### src/rtl/frogger_sprite_renderer_if.sv
// Game-logic <-> renderer bundle: frame-latched sprite inputs in, VGA timing,
// colour and per-frame collision report out.
interface frogger_sprite_renderer_if #(
  parameter int N_CARS     = 4,
  parameter int COLOR_BITS = 3
);
  logic [9:0]            i_Frog_X;
  logic [9:0]            i_Frog_Y;
  logic [10*N_CARS-1:0]  i_Car_X;
  logic [10*N_CARS-1:0]  i_Car_Y;
  logic [N_CARS-1:0]     i_Car_Enable;
  logic [3*N_CARS-1:0]   i_Car_Color;
  logic                  o_VGA_HSync;
  logic                  o_VGA_VSync;
  logic [COLOR_BITS-1:0] o_VGA_Red;
  logic [COLOR_BITS-1:0] o_VGA_Grn;
  logic [COLOR_BITS-1:0] o_VGA_Blu;
  logic                  o_Frame_Start;
  logic                  o_Collision;
  logic [N_CARS-1:0]     o_Collision_Mask;

  modport master (
    output i_Frog_X, i_Frog_Y, i_Car_X, i_Car_Y, i_Car_Enable, i_Car_Color,
    input  o_VGA_HSync, o_VGA_VSync, o_VGA_Red, o_VGA_Grn, o_VGA_Blu,
    input  o_Frame_Start, o_Collision, o_Collision_Mask
  );

  modport slave (
    input  i_Frog_X, i_Frog_Y, i_Car_X, i_Car_Y, i_Car_Enable, i_Car_Color,
    output o_VGA_HSync, o_VGA_VSync, o_VGA_Red, o_VGA_Grn, o_VGA_Blu,
    output o_Frame_Start, o_Collision, o_Collision_Mask
  );
endinterface

### src/rtl/frogger_sprite_renderer.sv
// Frogger VGA scan generator and sprite renderer: frog plus N_CARS cars with
// frame-latched positions, a two-stage colour pipeline and a per-frame collision report.
module frogger_sprite_renderer #(
  parameter int TILE_SIZE      = 32,
  parameter int N_CARS         = 4,
  parameter int COLOR_BITS     = 3,
  parameter int H_VISIBLE_AREA = 640,
  parameter int V_VISIBLE_AREA = 480,
  parameter int H_TOTAL        = 800,
  parameter int V_TOTAL        = 525,
  parameter int H_FRONT_PORCH  = 16,
  parameter int H_SYNC_PULSE   = 96,
  parameter int V_FRONT_PORCH  = 10,
  parameter int V_SYNC_PULSE   = 2
) (
  input  logic                     i_Clk,
  input  logic                     i_Reset,
  frogger_sprite_renderer_if.slave bus
);
  localparam logic [10:0] H_LAST   = 11'(H_TOTAL - 1);
  localparam logic [10:0] V_LAST   = 11'(V_TOTAL - 1);
  localparam logic [10:0] H_VIS    = 11'(H_VISIBLE_AREA);
  localparam logic [10:0] V_VIS    = 11'(V_VISIBLE_AREA);
  localparam logic [10:0] HS_BEGIN = 11'(H_VISIBLE_AREA + H_FRONT_PORCH);
  localparam logic [10:0] HS_END   = 11'(H_VISIBLE_AREA + H_FRONT_PORCH + H_SYNC_PULSE);
  localparam logic [10:0] VS_BEGIN = 11'(V_VISIBLE_AREA + V_FRONT_PORCH);
  localparam logic [10:0] VS_END   = 11'(V_VISIBLE_AREA + V_FRONT_PORCH + V_SYNC_PULSE);
  localparam logic [10:0] TILE     = 11'(TILE_SIZE);

  // 11-bit sums keep sprites near the right/bottom edge clipped instead of wrapping.
  function automatic logic sprite_hit(input logic [10:0] h, input logic [10:0] v,
                                      input logic [9:0] x, input logic [9:0] y);
    logic [10:0] x_w;
    logic [10:0] y_w;
    x_w = {1'b0, x};
    y_w = {1'b0, y};
    return (h >= x_w) && (h < x_w + TILE) && (v >= y_w) && (v < y_w + TILE);
  endfunction

  function automatic logic [COLOR_BITS-1:0] expand(input logic b);
    return {COLOR_BITS{b}};
  endfunction

  logic [10:0]           h_q, h_d, v_q, v_d;
  logic [9:0]            frog_x_q, frog_x_d, frog_y_q, frog_y_d;
  logic [10*N_CARS-1:0]  car_x_q, car_x_d, car_y_q, car_y_d;
  logic [N_CARS-1:0]     car_en_q, car_en_d;
  logic [3*N_CARS-1:0]   car_col_q, car_col_d;
  logic                  vis_p1_q, vis_p1_d, hs_p1_q, hs_p1_d, vs_p1_q, vs_p1_d;
  logic                  frog_p1_q, frog_p1_d;
  logic [N_CARS-1:0]     car_p1_q, car_p1_d;
  logic                  hsync_q, hsync_d, vsync_q, vsync_d;
  logic [COLOR_BITS-1:0] red_q, red_d, grn_q, grn_d, blu_q, blu_d;
  logic                  frame_start_q, frame_start_d, collision_q, collision_d;
  logic [N_CARS-1:0]     acc_q, acc_d, mask_q, mask_d;
  logic                  frame_end, visible, frog_hit;
  logic [N_CARS-1:0]     car_hit;

  // Stage 0: scan counters, frame-boundary shadow load, hit tests, collision accumulation
  always_comb begin
    frame_end = (h_q == H_LAST) && (v_q == V_LAST);
    h_d = h_q + 11'd1;
    v_d = v_q;
    if (h_q == H_LAST) begin
      h_d = '0;
      v_d = (v_q == V_LAST) ? '0 : v_q + 11'd1;
    end

    frog_x_d  = frame_end ? bus.i_Frog_X     : frog_x_q;
    frog_y_d  = frame_end ? bus.i_Frog_Y     : frog_y_q;
    car_x_d   = frame_end ? bus.i_Car_X      : car_x_q;
    car_y_d   = frame_end ? bus.i_Car_Y      : car_y_q;
    car_en_d  = frame_end ? bus.i_Car_Enable : car_en_q;
    car_col_d = frame_end ? bus.i_Car_Color  : car_col_q;

    visible  = (h_q < H_VIS) && (v_q < V_VIS);
    frog_hit = sprite_hit(h_q, v_q, frog_x_q, frog_y_q);
    car_hit  = '0;
    for (int i = 0; i < N_CARS; i++) begin
      car_hit[i] = car_en_q[i] && sprite_hit(h_q, v_q, car_x_q[10*i +: 10], car_y_q[10*i +: 10]);
    end

    vis_p1_d  = visible;
    hs_p1_d   = !((h_q >= HS_BEGIN) && (h_q < HS_END));
    vs_p1_d   = !((v_q >= VS_BEGIN) && (v_q < VS_END));
    frog_p1_d = frog_hit;
    car_p1_d  = car_hit;

    frame_start_d = (h_q == '0) && (v_q == '0);

    acc_d       = acc_q;
    mask_d      = mask_q;
    collision_d = 1'b0;
    if (visible && frog_hit) begin
      acc_d = acc_q | car_hit;
    end
    // First blanking line: report what the visible frame collected, then start afresh.
    if ((h_q == '0) && (v_q == V_VIS)) begin
      collision_d = |acc_q;
      if (|acc_q) begin
        mask_d = acc_q;
      end
      acc_d = '0;
    end
  end

  // Stage 1 -> 2: colour priority (frog, then lowest-index car) and sync alignment
  always_comb begin
    hsync_d = hs_p1_q;
    vsync_d = vs_p1_q;
    red_d   = '0;
    grn_d   = '0;
    blu_d   = '0;
    if (vis_p1_q) begin
      if (frog_p1_q) begin
        red_d = '1;
        grn_d = '1;
        blu_d = '1;
      end else begin
        for (int i = N_CARS - 1; i >= 0; i--) begin
          if (car_p1_q[i]) begin
            red_d = expand(car_col_q[3*i+2]);
            grn_d = expand(car_col_q[3*i+1]);
            blu_d = expand(car_col_q[3*i]);
          end
        end
      end
    end
  end

  always_ff @(posedge i_Clk) begin
    if (i_Reset) begin
      h_q <= '0;            v_q <= '0;
      frog_x_q <= '0;       frog_y_q <= '0;
      car_x_q <= '0;        car_y_q <= '0;
      car_en_q <= '0;       car_col_q <= '0;
      vis_p1_q <= 1'b0;     hs_p1_q <= 1'b1;     vs_p1_q <= 1'b1;
      frog_p1_q <= 1'b0;    car_p1_q <= '0;
      hsync_q <= 1'b1;      vsync_q <= 1'b1;
      red_q <= '0;          grn_q <= '0;         blu_q <= '0;
      frame_start_q <= 1'b0;
      collision_q <= 1'b0;  acc_q <= '0;         mask_q <= '0;
    end else begin
      h_q <= h_d;           v_q <= v_d;
      frog_x_q <= frog_x_d; frog_y_q <= frog_y_d;
      car_x_q <= car_x_d;   car_y_q <= car_y_d;
      car_en_q <= car_en_d; car_col_q <= car_col_d;
      vis_p1_q <= vis_p1_d; hs_p1_q <= hs_p1_d;  vs_p1_q <= vs_p1_d;
      frog_p1_q <= frog_p1_d;
      car_p1_q <= car_p1_d;
      hsync_q <= hsync_d;   vsync_q <= vsync_d;
      red_q <= red_d;       grn_q <= grn_d;      blu_q <= blu_d;
      frame_start_q <= frame_start_d;
      collision_q <= collision_d;
      acc_q <= acc_d;       mask_q <= mask_d;
    end
  end

  assign bus.o_VGA_HSync      = hsync_q;
  assign bus.o_VGA_VSync      = vsync_q;
  assign bus.o_VGA_Red        = red_q;
  assign bus.o_VGA_Grn        = grn_q;
  assign bus.o_VGA_Blu        = blu_q;
  assign bus.o_Frame_Start    = frame_start_q;
  assign bus.o_Collision      = collision_q;
  assign bus.o_Collision_Mask = mask_q;
endmodule
### src/flat_wrapper.sv
// flat-port wrapper written by rule: the top's interface ports become plain ports
module frogger_sprite_renderer_flat 
#(
  parameter int TILE_SIZE      = 32,
  parameter int N_CARS         = 4,
  parameter int COLOR_BITS     = 3,
  parameter int H_VISIBLE_AREA = 640,
  parameter int V_VISIBLE_AREA = 480,
  parameter int H_TOTAL        = 800,
  parameter int V_TOTAL        = 525,
  parameter int H_FRONT_PORCH  = 16,
  parameter int H_SYNC_PULSE   = 96,
  parameter int V_FRONT_PORCH  = 10,
  parameter int V_SYNC_PULSE   = 2
)
  (i_Clk, i_Reset, bus_i_Frog_X, bus_i_Frog_Y, bus_i_Car_X, bus_i_Car_Y, bus_i_Car_Enable, bus_i_Car_Color, bus_o_VGA_HSync, bus_o_VGA_VSync, bus_o_VGA_Red, bus_o_VGA_Grn, bus_o_VGA_Blu, bus_o_Frame_Start, bus_o_Collision, bus_o_Collision_Mask);
  frogger_sprite_renderer_if #(.N_CARS(N_CARS), .COLOR_BITS(COLOR_BITS)) bus_i ();
  input  logic i_Clk;
  input  logic i_Reset;
  input wire logic [$bits(bus_i.i_Frog_X)-1:0] bus_i_Frog_X;
  input wire logic [$bits(bus_i.i_Frog_Y)-1:0] bus_i_Frog_Y;
  input wire logic [$bits(bus_i.i_Car_X)-1:0] bus_i_Car_X;
  input wire logic [$bits(bus_i.i_Car_Y)-1:0] bus_i_Car_Y;
  input wire logic [$bits(bus_i.i_Car_Enable)-1:0] bus_i_Car_Enable;
  input wire logic [$bits(bus_i.i_Car_Color)-1:0] bus_i_Car_Color;
  output wire logic [$bits(bus_i.o_VGA_HSync)-1:0] bus_o_VGA_HSync;
  output wire logic [$bits(bus_i.o_VGA_VSync)-1:0] bus_o_VGA_VSync;
  output wire logic [$bits(bus_i.o_VGA_Red)-1:0] bus_o_VGA_Red;
  output wire logic [$bits(bus_i.o_VGA_Grn)-1:0] bus_o_VGA_Grn;
  output wire logic [$bits(bus_i.o_VGA_Blu)-1:0] bus_o_VGA_Blu;
  output wire logic [$bits(bus_i.o_Frame_Start)-1:0] bus_o_Frame_Start;
  output wire logic [$bits(bus_i.o_Collision)-1:0] bus_o_Collision;
  output wire logic [$bits(bus_i.o_Collision_Mask)-1:0] bus_o_Collision_Mask;
  assign bus_i.i_Frog_X = bus_i_Frog_X;
  assign bus_i.i_Frog_Y = bus_i_Frog_Y;
  assign bus_i.i_Car_X = bus_i_Car_X;
  assign bus_i.i_Car_Y = bus_i_Car_Y;
  assign bus_i.i_Car_Enable = bus_i_Car_Enable;
  assign bus_i.i_Car_Color = bus_i_Car_Color;
  assign bus_o_VGA_HSync = bus_i.o_VGA_HSync;
  assign bus_o_VGA_VSync = bus_i.o_VGA_VSync;
  assign bus_o_VGA_Red = bus_i.o_VGA_Red;
  assign bus_o_VGA_Grn = bus_i.o_VGA_Grn;
  assign bus_o_VGA_Blu = bus_i.o_VGA_Blu;
  assign bus_o_Frame_Start = bus_i.o_Frame_Start;
  assign bus_o_Collision = bus_i.o_Collision;
  assign bus_o_Collision_Mask = bus_i.o_Collision_Mask;
  frogger_sprite_renderer #(.TILE_SIZE(TILE_SIZE), .N_CARS(N_CARS), .COLOR_BITS(COLOR_BITS), .H_VISIBLE_AREA(H_VISIBLE_AREA), .V_VISIBLE_AREA(V_VISIBLE_AREA), .H_TOTAL(H_TOTAL), .V_TOTAL(V_TOTAL), .H_FRONT_PORCH(H_FRONT_PORCH), .H_SYNC_PULSE(H_SYNC_PULSE), .V_FRONT_PORCH(V_FRONT_PORCH), .V_SYNC_PULSE(V_SYNC_PULSE)) u_core (.i_Clk(i_Clk), .i_Reset(i_Reset), .bus(bus_i));
endmodule
### config.mk
export PLATFORM = sky130hd
export DESIGN_NAME = frogger_sprite_renderer_flat
export DESIGN_NICKNAME = d
export VERILOG_FILES = /design/src/rtl/frogger_sprite_renderer_if.sv /design/src/rtl/frogger_sprite_renderer.sv /design/src/flat_wrapper.sv
export SDC_FILE = /design/constraint.sdc
export NUM_CORES = 1
export LEC_CHECK = 0
export BUFFER_PORTS_ARGS = -buffer_cell sky130_fd_sc_hd__buf_2
export CELL_PAD_IN_SITES_DETAIL_PLACEMENT = 1
export CELL_PAD_IN_SITES_GLOBAL_PLACEMENT = 1
export CORE_ASPECT_RATIO = 0.5
export CORE_MARGIN = 2
export CORE_UTILIZATION = 35
export DETAILED_ROUTE_END_ITERATION = 8
export GPL_TIMING_DRIVEN = 0
export PLACE_DENSITY = 0.68
export SYNTH_ARGS = -nofsm -noshare
export SYNTH_HDL_FRONTEND = slang
export SYNTH_SLANG_ARGS = --single-unit
export TNS_END_PERCENT = 20
### constraint.sdc
create_clock -name i_Clk -period 2.7 [get_ports i_Clk]
set_input_delay 0.27 -clock i_Clk [delete_from_list [all_inputs] [get_ports i_Clk]]
set_output_delay 0.27 -clock i_Clk [all_outputs]
set_load 0.05 [all_outputs]
## Word-level counts from Yosys, hierarchy flattened

Cells that the tools add are included.

| cells by class | value |
|---|---|
| add/subtract/negate cells | 12 |
| order comparisons | 26 |
| eq/ne operators | 3 |
| muxes and demuxes | 16 |
| bitwise operators | 3 |
| reduce and logical (&&, ||, !) cells | 36 |

Operators with widths:

| operator | number |
|---|---|
| adder 10 x 6 -> 11 bit (second input constant) | 10 |
| greater-or-equal comparator 11 x 10 -> 1 bit | 10 |
| < comparator 11 bit | 10 |
| 2-to-1 mux 3 bit | 15 |
| logical AND 1 bit | 26 |
| adder 11 x 1 -> 11 bit (second input constant) | 2 |
| == test 11 x 10 -> 1 bit (second input constant) | 2 |
| zero test 11 bit | 2 |
| < comparator 11 x 10 -> 1 bit (second input constant) | 2 |
| < comparator 11 x 9 -> 1 bit (second input constant) | 2 |
| == test 11 x 9 -> 1 bit (second input constant) | 1 |
| greater-or-equal comparator 11 x 10 -> 1 bit (second input constant) | 1 |
| greater-or-equal comparator 11 x 9 -> 1 bit (second input constant) | 1 |
| 2-to-1 mux 11 bit | 1 |
| OR reduction 2 bit | 4 |
| bitwise OR 4 bit | 1 |
| OR reduction 4 bit | 1 |
| zero test 1 bit | 2 |
| NOT 1 bit | 2 |
| AND reduction 2 bit | 1 |

| word-level totals | value |
|---|---|
| register bits after elaboration | 167 |
| input port bits | 118 |
| output and inout port bits | 17 |
| logic and storage cells | 118 |

## Logic depth before layout (Yosys ltp)

| depth | value |
|---|---|
| depth after elaboration | 7 |
| gate-level depth with buffers | 10 |

## Worst setup path before layout

Ideal clock, no wire load.

| timing path | value |
|---|---|
| kind | flip-flop to flip-flop |
| from | reg u_core.car_y_q[25] |
| to | reg u_core.acc_q[2] |
| library setup time | 87 ps |
| arrival time | 2,178 ps |
| data required time | 2,613 ps |
| path slack | 434 ps |
| stages on the path, launching flop included | 11 |
| path buffers | 0 |
| period minus slack after synthesis | 2,266 ps |
| cells stage by stage | dfxtp_1 ha_1 nand3_1 xnor2_1 ha_1 o21ai_0 o22ai_1 or4b_1 a211oi_1 nand3_1 o31ai_1 |

| on the way | value |
|---|---|
| cells in the longest elaborated chain, start to end | 5 |

RTL lines:

| element | line | text |
|---|---|---|
| from (decl) | frogger_sprite_renderer.sv:46 | `logic [10*N_CARS-1:0] car_x_q, car_x_d, car_y_q, car_y_d;` |
| from (signal assigned) | frogger_sprite_renderer.sv:146 | `car_x_q <= car_x_d; car_y_q <= car_y_d;` |
| adder 10 x 6 -> 11 bit or greater-or-equal comparator 11 x 10 -> 1 bit (tied branches) | frogger_sprite_renderer.sv:37 | `return (h >= x_w) && (h < x_w + TILE) && (v >= y_w) && (v < y_w + TILE);` |
| < comparator 11 bit or logical AND 1 bit (tied branches) | frogger_sprite_renderer.sv:37 |  |
| logical AND 1 bit (*) | frogger_sprite_renderer.sv:37 |  |
| logical AND 1 bit (*) | frogger_sprite_renderer.sv:80 | `car_hit[i] = car_en_q[i] && sprite_hit(h_q, v_q, car_x_q[10*i +: 10], car_y_q[10*i +: 10]);` |
| bitwise OR 4 bit (*) | frogger_sprite_renderer.sv:95 | `acc_d = acc_q \| car_hit;` |
| to (signal assigned) | frogger_sprite_renderer.sv:142 | `collision_q <= 1'b0; acc_q <= '0; mask_q <= '0;` |
| to (signal assigned) | frogger_sprite_renderer.sv:155 | `acc_q <= acc_d; mask_q <= mask_d;` |
| to (decl) | frogger_sprite_renderer.sv:55 | `logic [N_CARS-1:0] acc_q, acc_d, mask_q, mask_d;` |

Mark *: on every way between the ends. The rest lies on a longest branch, timed or not.
A chain may end at the register's enable or synchronous reset.

## Worst setup path after layout

| timing path | value |
|---|---|
| from | reg u_core.car_x_q[35] |
| to | reg u_core.acc_q[3] |

| on the way | value |
|---|---|
| cells in the longest elaborated chain, start to end | 7 |

RTL lines:

| element | line |
|---|---|
| from (decl) | frogger_sprite_renderer.sv:46 |
| from (signal assigned) | frogger_sprite_renderer.sv:146 |
| adder 10 x 6 -> 11 bit | frogger_sprite_renderer.sv:37 |
| < comparator 11 bit | frogger_sprite_renderer.sv:37 |
| logical AND 1 bit (*) (3 in series) | frogger_sprite_renderer.sv:37 |
| logical AND 1 bit (*) | frogger_sprite_renderer.sv:80 |
| bitwise OR 4 bit (*) | frogger_sprite_renderer.sv:95 |

Marked as above.

==> out/metrics.yaml <==
path_cells: "ha_4 > nand3_4 > xnor2_2 > ha_1 > o21ai_2 > o22ai_1 > or4b_1 > a211oi_2 > nand3_2 > o31ai_2"
rows: 44
clk_pin_slew_worst_paths_ps: 70
cap_violations: 0
die_y_um: 126
core_area_mm2: 0.0292
end_kind: "flop"
setup_viol: 0
path_buf_inv: 0
grt.total_usage_pct: 22.1
port_buffers: 134
rsz0062_at_grt: "true"
numCtsBuffers: 17
pin_count: 135
crit_family: "compound AO/OA/AOI/OAI gates"
cp_slowest_cell: "or4b_1"
max_freq_ghz: 0.379
vias: 9835
clock-skew-final_ps: 9.55
hold_viol: 0
cts_tree: "yes"
drv_slew: 0
slowest_delay_ps: 500
root_buffer: "clkbuf_16"
seq_area_frac_synth_pct: 30.9
synthArstFlopShare_pct: 0
grt_pass1_wl_um: 53200
yosysWarnings: 0
crit_type: "flop to flop"
critPathRequiredTime_ps: 3080
area_growth_pct: 20.3
die_area_mm2: 0.0313
first_iter_violations: 498
crit_start: "u_core.car_x_q[35]"
worst-path-max-fanout: 6
route.detailed.drc: 0
period_needed_ps: 2640
finish.net_count: 1786
gp_congestion: 0.902
p_per_area_mw_per_mm2: 418
fin_cells: 1898
diodes: 0
htreeDepth: 4
initial_utilization_pct: 35.8
min_period_over_period_pct: 97.8
wl_per_cell_um: 17.9
hpwl_um: 26000
antenna_found_initial: 0
syn_area_mm2: 0.0104
overflow: 0
syn_nets: 1626
startpoint_type: "flop"
fill_cells: 3603
grt_max_degree: 18
grt_pass1_vias: 10300
clock-sinks: 161
synthCells: 1334
yosys_most_used_dff: "dfxtp_1"
drt_wl_total_um: 33900
r2r_start: "u_core.car_x_q[35]"
avgSynthCellArea_um2: 7.83
drive_above_1_share_pct: 18.0
relSlewSlack_pct: 36.2
synthDistinctLibCells: 49
synth_edf_count: 0
dp.cells: 1859
leakage_nw: 5.08
min_from: "bus_i_Car_X[36]"
die_w_um: 248
vias_per_cell: 5.18
antenna_left: 0
ir_drop_uv: 274
ys_seq_elements: 161
outcome: "complete, no violations"
tightest_slew_ps: 957
clk_latency_ps: 470
clockBufferDepth: 2
drtPass1Iterations: 4
cp.arrival_ps: 3020
hold_path.class: "primary input to flop"
hold-worst-slack_ps: 37.5
-- per-stage QoR --
step,instance area (um^2),utilization [%],worst slack [ps],TNS (ps),power [mW]
2_1_floorplan,10400,-,434,0,2.59
3_3_place_gp,11600,39.8,-227,-643,2.75
3_5_place_dp,11600,39.8,-267,-961,2.76
4_1_cts,12200,41.9,-18.3,-18.3,5.30
5_1_grt,12600,43.1,-73.1,-142,5.43
6_report,12600,43.1,58.6,0,5.25
-- metal layers --
layer  vias to the layer above  global-route usage [%]  part of all wire [%]
met5                         -                       0                     0
met4                         0                    5.25                   1.3
met3                        27                    3.84                   3.0
met2                       114                    36.4                    46
met1                      4807                    30.0                    50
li1                       4887                       -                     -
-- logic make-up (layout without fill, tap and decap cells) --
group | count (synthesis) | in the layout | share of synthesized area (%)
buf+inv | 162 | 335 | 7.02
xor+xnor | 49 | 49 | 4.11
simple gates | 504 | 504 | 21.7
fa+ha+maj | 174 | 174 | 20.8
flops | 161 | 161 | 30.9
compound gates | 284 | 284 | 15.5
-- cells in the mapped netlist, types with 2 or more instances --
cell / instances / share of area [%]
nand2_1: 284 / 10
a21oi_1: 179 / 8.6
ha_1: 174 / 21
dfxtp_1: 161 / 31
inv_1: 110 / 4.0
nor2_1: 63 / 2.3
nand3_1: 58 / 2.8
o21ai_0: 37 / 1.8
xnor2_1: 36 / 3.0
a211oi_1: 27 / 1.9
clkbuf_1: 19 / 0.68
nand4_1: 19 / 1.1
buf_2: 16 / 0.77
xor2_1: 13 / 1.1
nand2b_1: 12 / 0.72
nor3_1: 12 / 0.58
buf_6: 11 / 1.2
nand3b_1: 11 / 0.79
nor2b_1: 11 / 0.66
a21o_1: 9 / 0.65
a2111oi_0: 6 / 0.50
and4_1: 6 / 0.50
buf_4: 6 / 0.43
or2_2: 5 / 0.30
a211o_1: 4 / 0.34
and3_1: 4 / 0.24
nor4_1: 4 / 0.24
o21bai_1: 4 / 0.29
a21boi_0: 3 / 0.22
nand4b_1: 3 / 0.25
o31ai_1: 3 / 0.22
a311oi_1: 2 / 0.17
nor3_2: 2 / 0.19
nor4b_1: 2 / 0.17
o22ai_1: 2 / 0.12
o311ai_0: 2 / 0.17
or4b_1: 2 / 0.19
-- state kept, by name (all words and copies together), names as in the netlist, 4 cells and up --
signal / cells
u_core.car_p1_q: 4
u_core.car_y_q: 40
u_core.car_x_q: 40
u_core.bus.o_Collision_Mask: 4
u_core.frog_x_q: 10
u_core.frog_y_q: 10
u_core.h_q: 11
u_core.car_col_q: 12
u_core.v_q: 11
u_core.car_en_q: 4
u_core.acc_q: 4
-- cell type report --
cell class | count | area, um^2 | area share [%]
tap | 391 | 489 | 3.89
sequential | 161 | 3280 | 26.1
buffer | 52 | 320 | 2.55
inverter | 110 | 413 | 3.29
multi-input combinational | 1011 | 6760 | 53.7
clock inverter | 9 | 131 | 1.05
clock buffer | 23 | 458 | 3.64
timing repair buffer | 141 | 723 | 5.75
-- final timing paths --
path	slack (ps)	end	depth (start not counted)
setup / recovery	60	u_core.acc_q[3]	10
setup reg to reg	60	u_core.acc_q[3]	10
hold reg to reg	450	u_core.bus.o_VGA_HSync	1
hold / removal	40	u_core.car_x_q[36]	3
-- repair_timing --
item | in CTS | in global routing
buffers inserted | 0 | 7
hold buffers | 0 | 0
endpoints found under the setup margin | 29 | 39
pin swaps | 1 | 23
cloned | 0 | 0
gates resized for setup | 16 | 71
-- layout by cell type, fill, tap and decap left out, types with 17 or more instances in the layout --
cell and count:
nand2_1 284, a21oi_1 178, ha_1 167, buf_2 150, dfxtp_1 133, inv_1 110, nor2_1 63, nand3_1 53
o21ai_0 33, xnor2_1 32, clkbuf_1 24, dfxtp_2 20, nand4_1 19, a211oi_1 19, clkbuf_16 17
-- where the power goes --
part	internal, mW	switching [mW]
registers	2.38	0.0178
logic	0.124	0.187
clock network	1.48	1.07
total	3.98	1.27
-- worst reg2reg max path: stages, from the launching register on --
cell	delay, ps
dfxtp_4	400
ha_4	170
nand3_4	80
xnor2_2	140
ha_1	320
o21ai_2	250
o22ai_1	90
or4b_1	500
a211oi_2	230
nand3_2	120
o31ai_2	260
No activity file was read; power rests on OpenSTA's default activity.
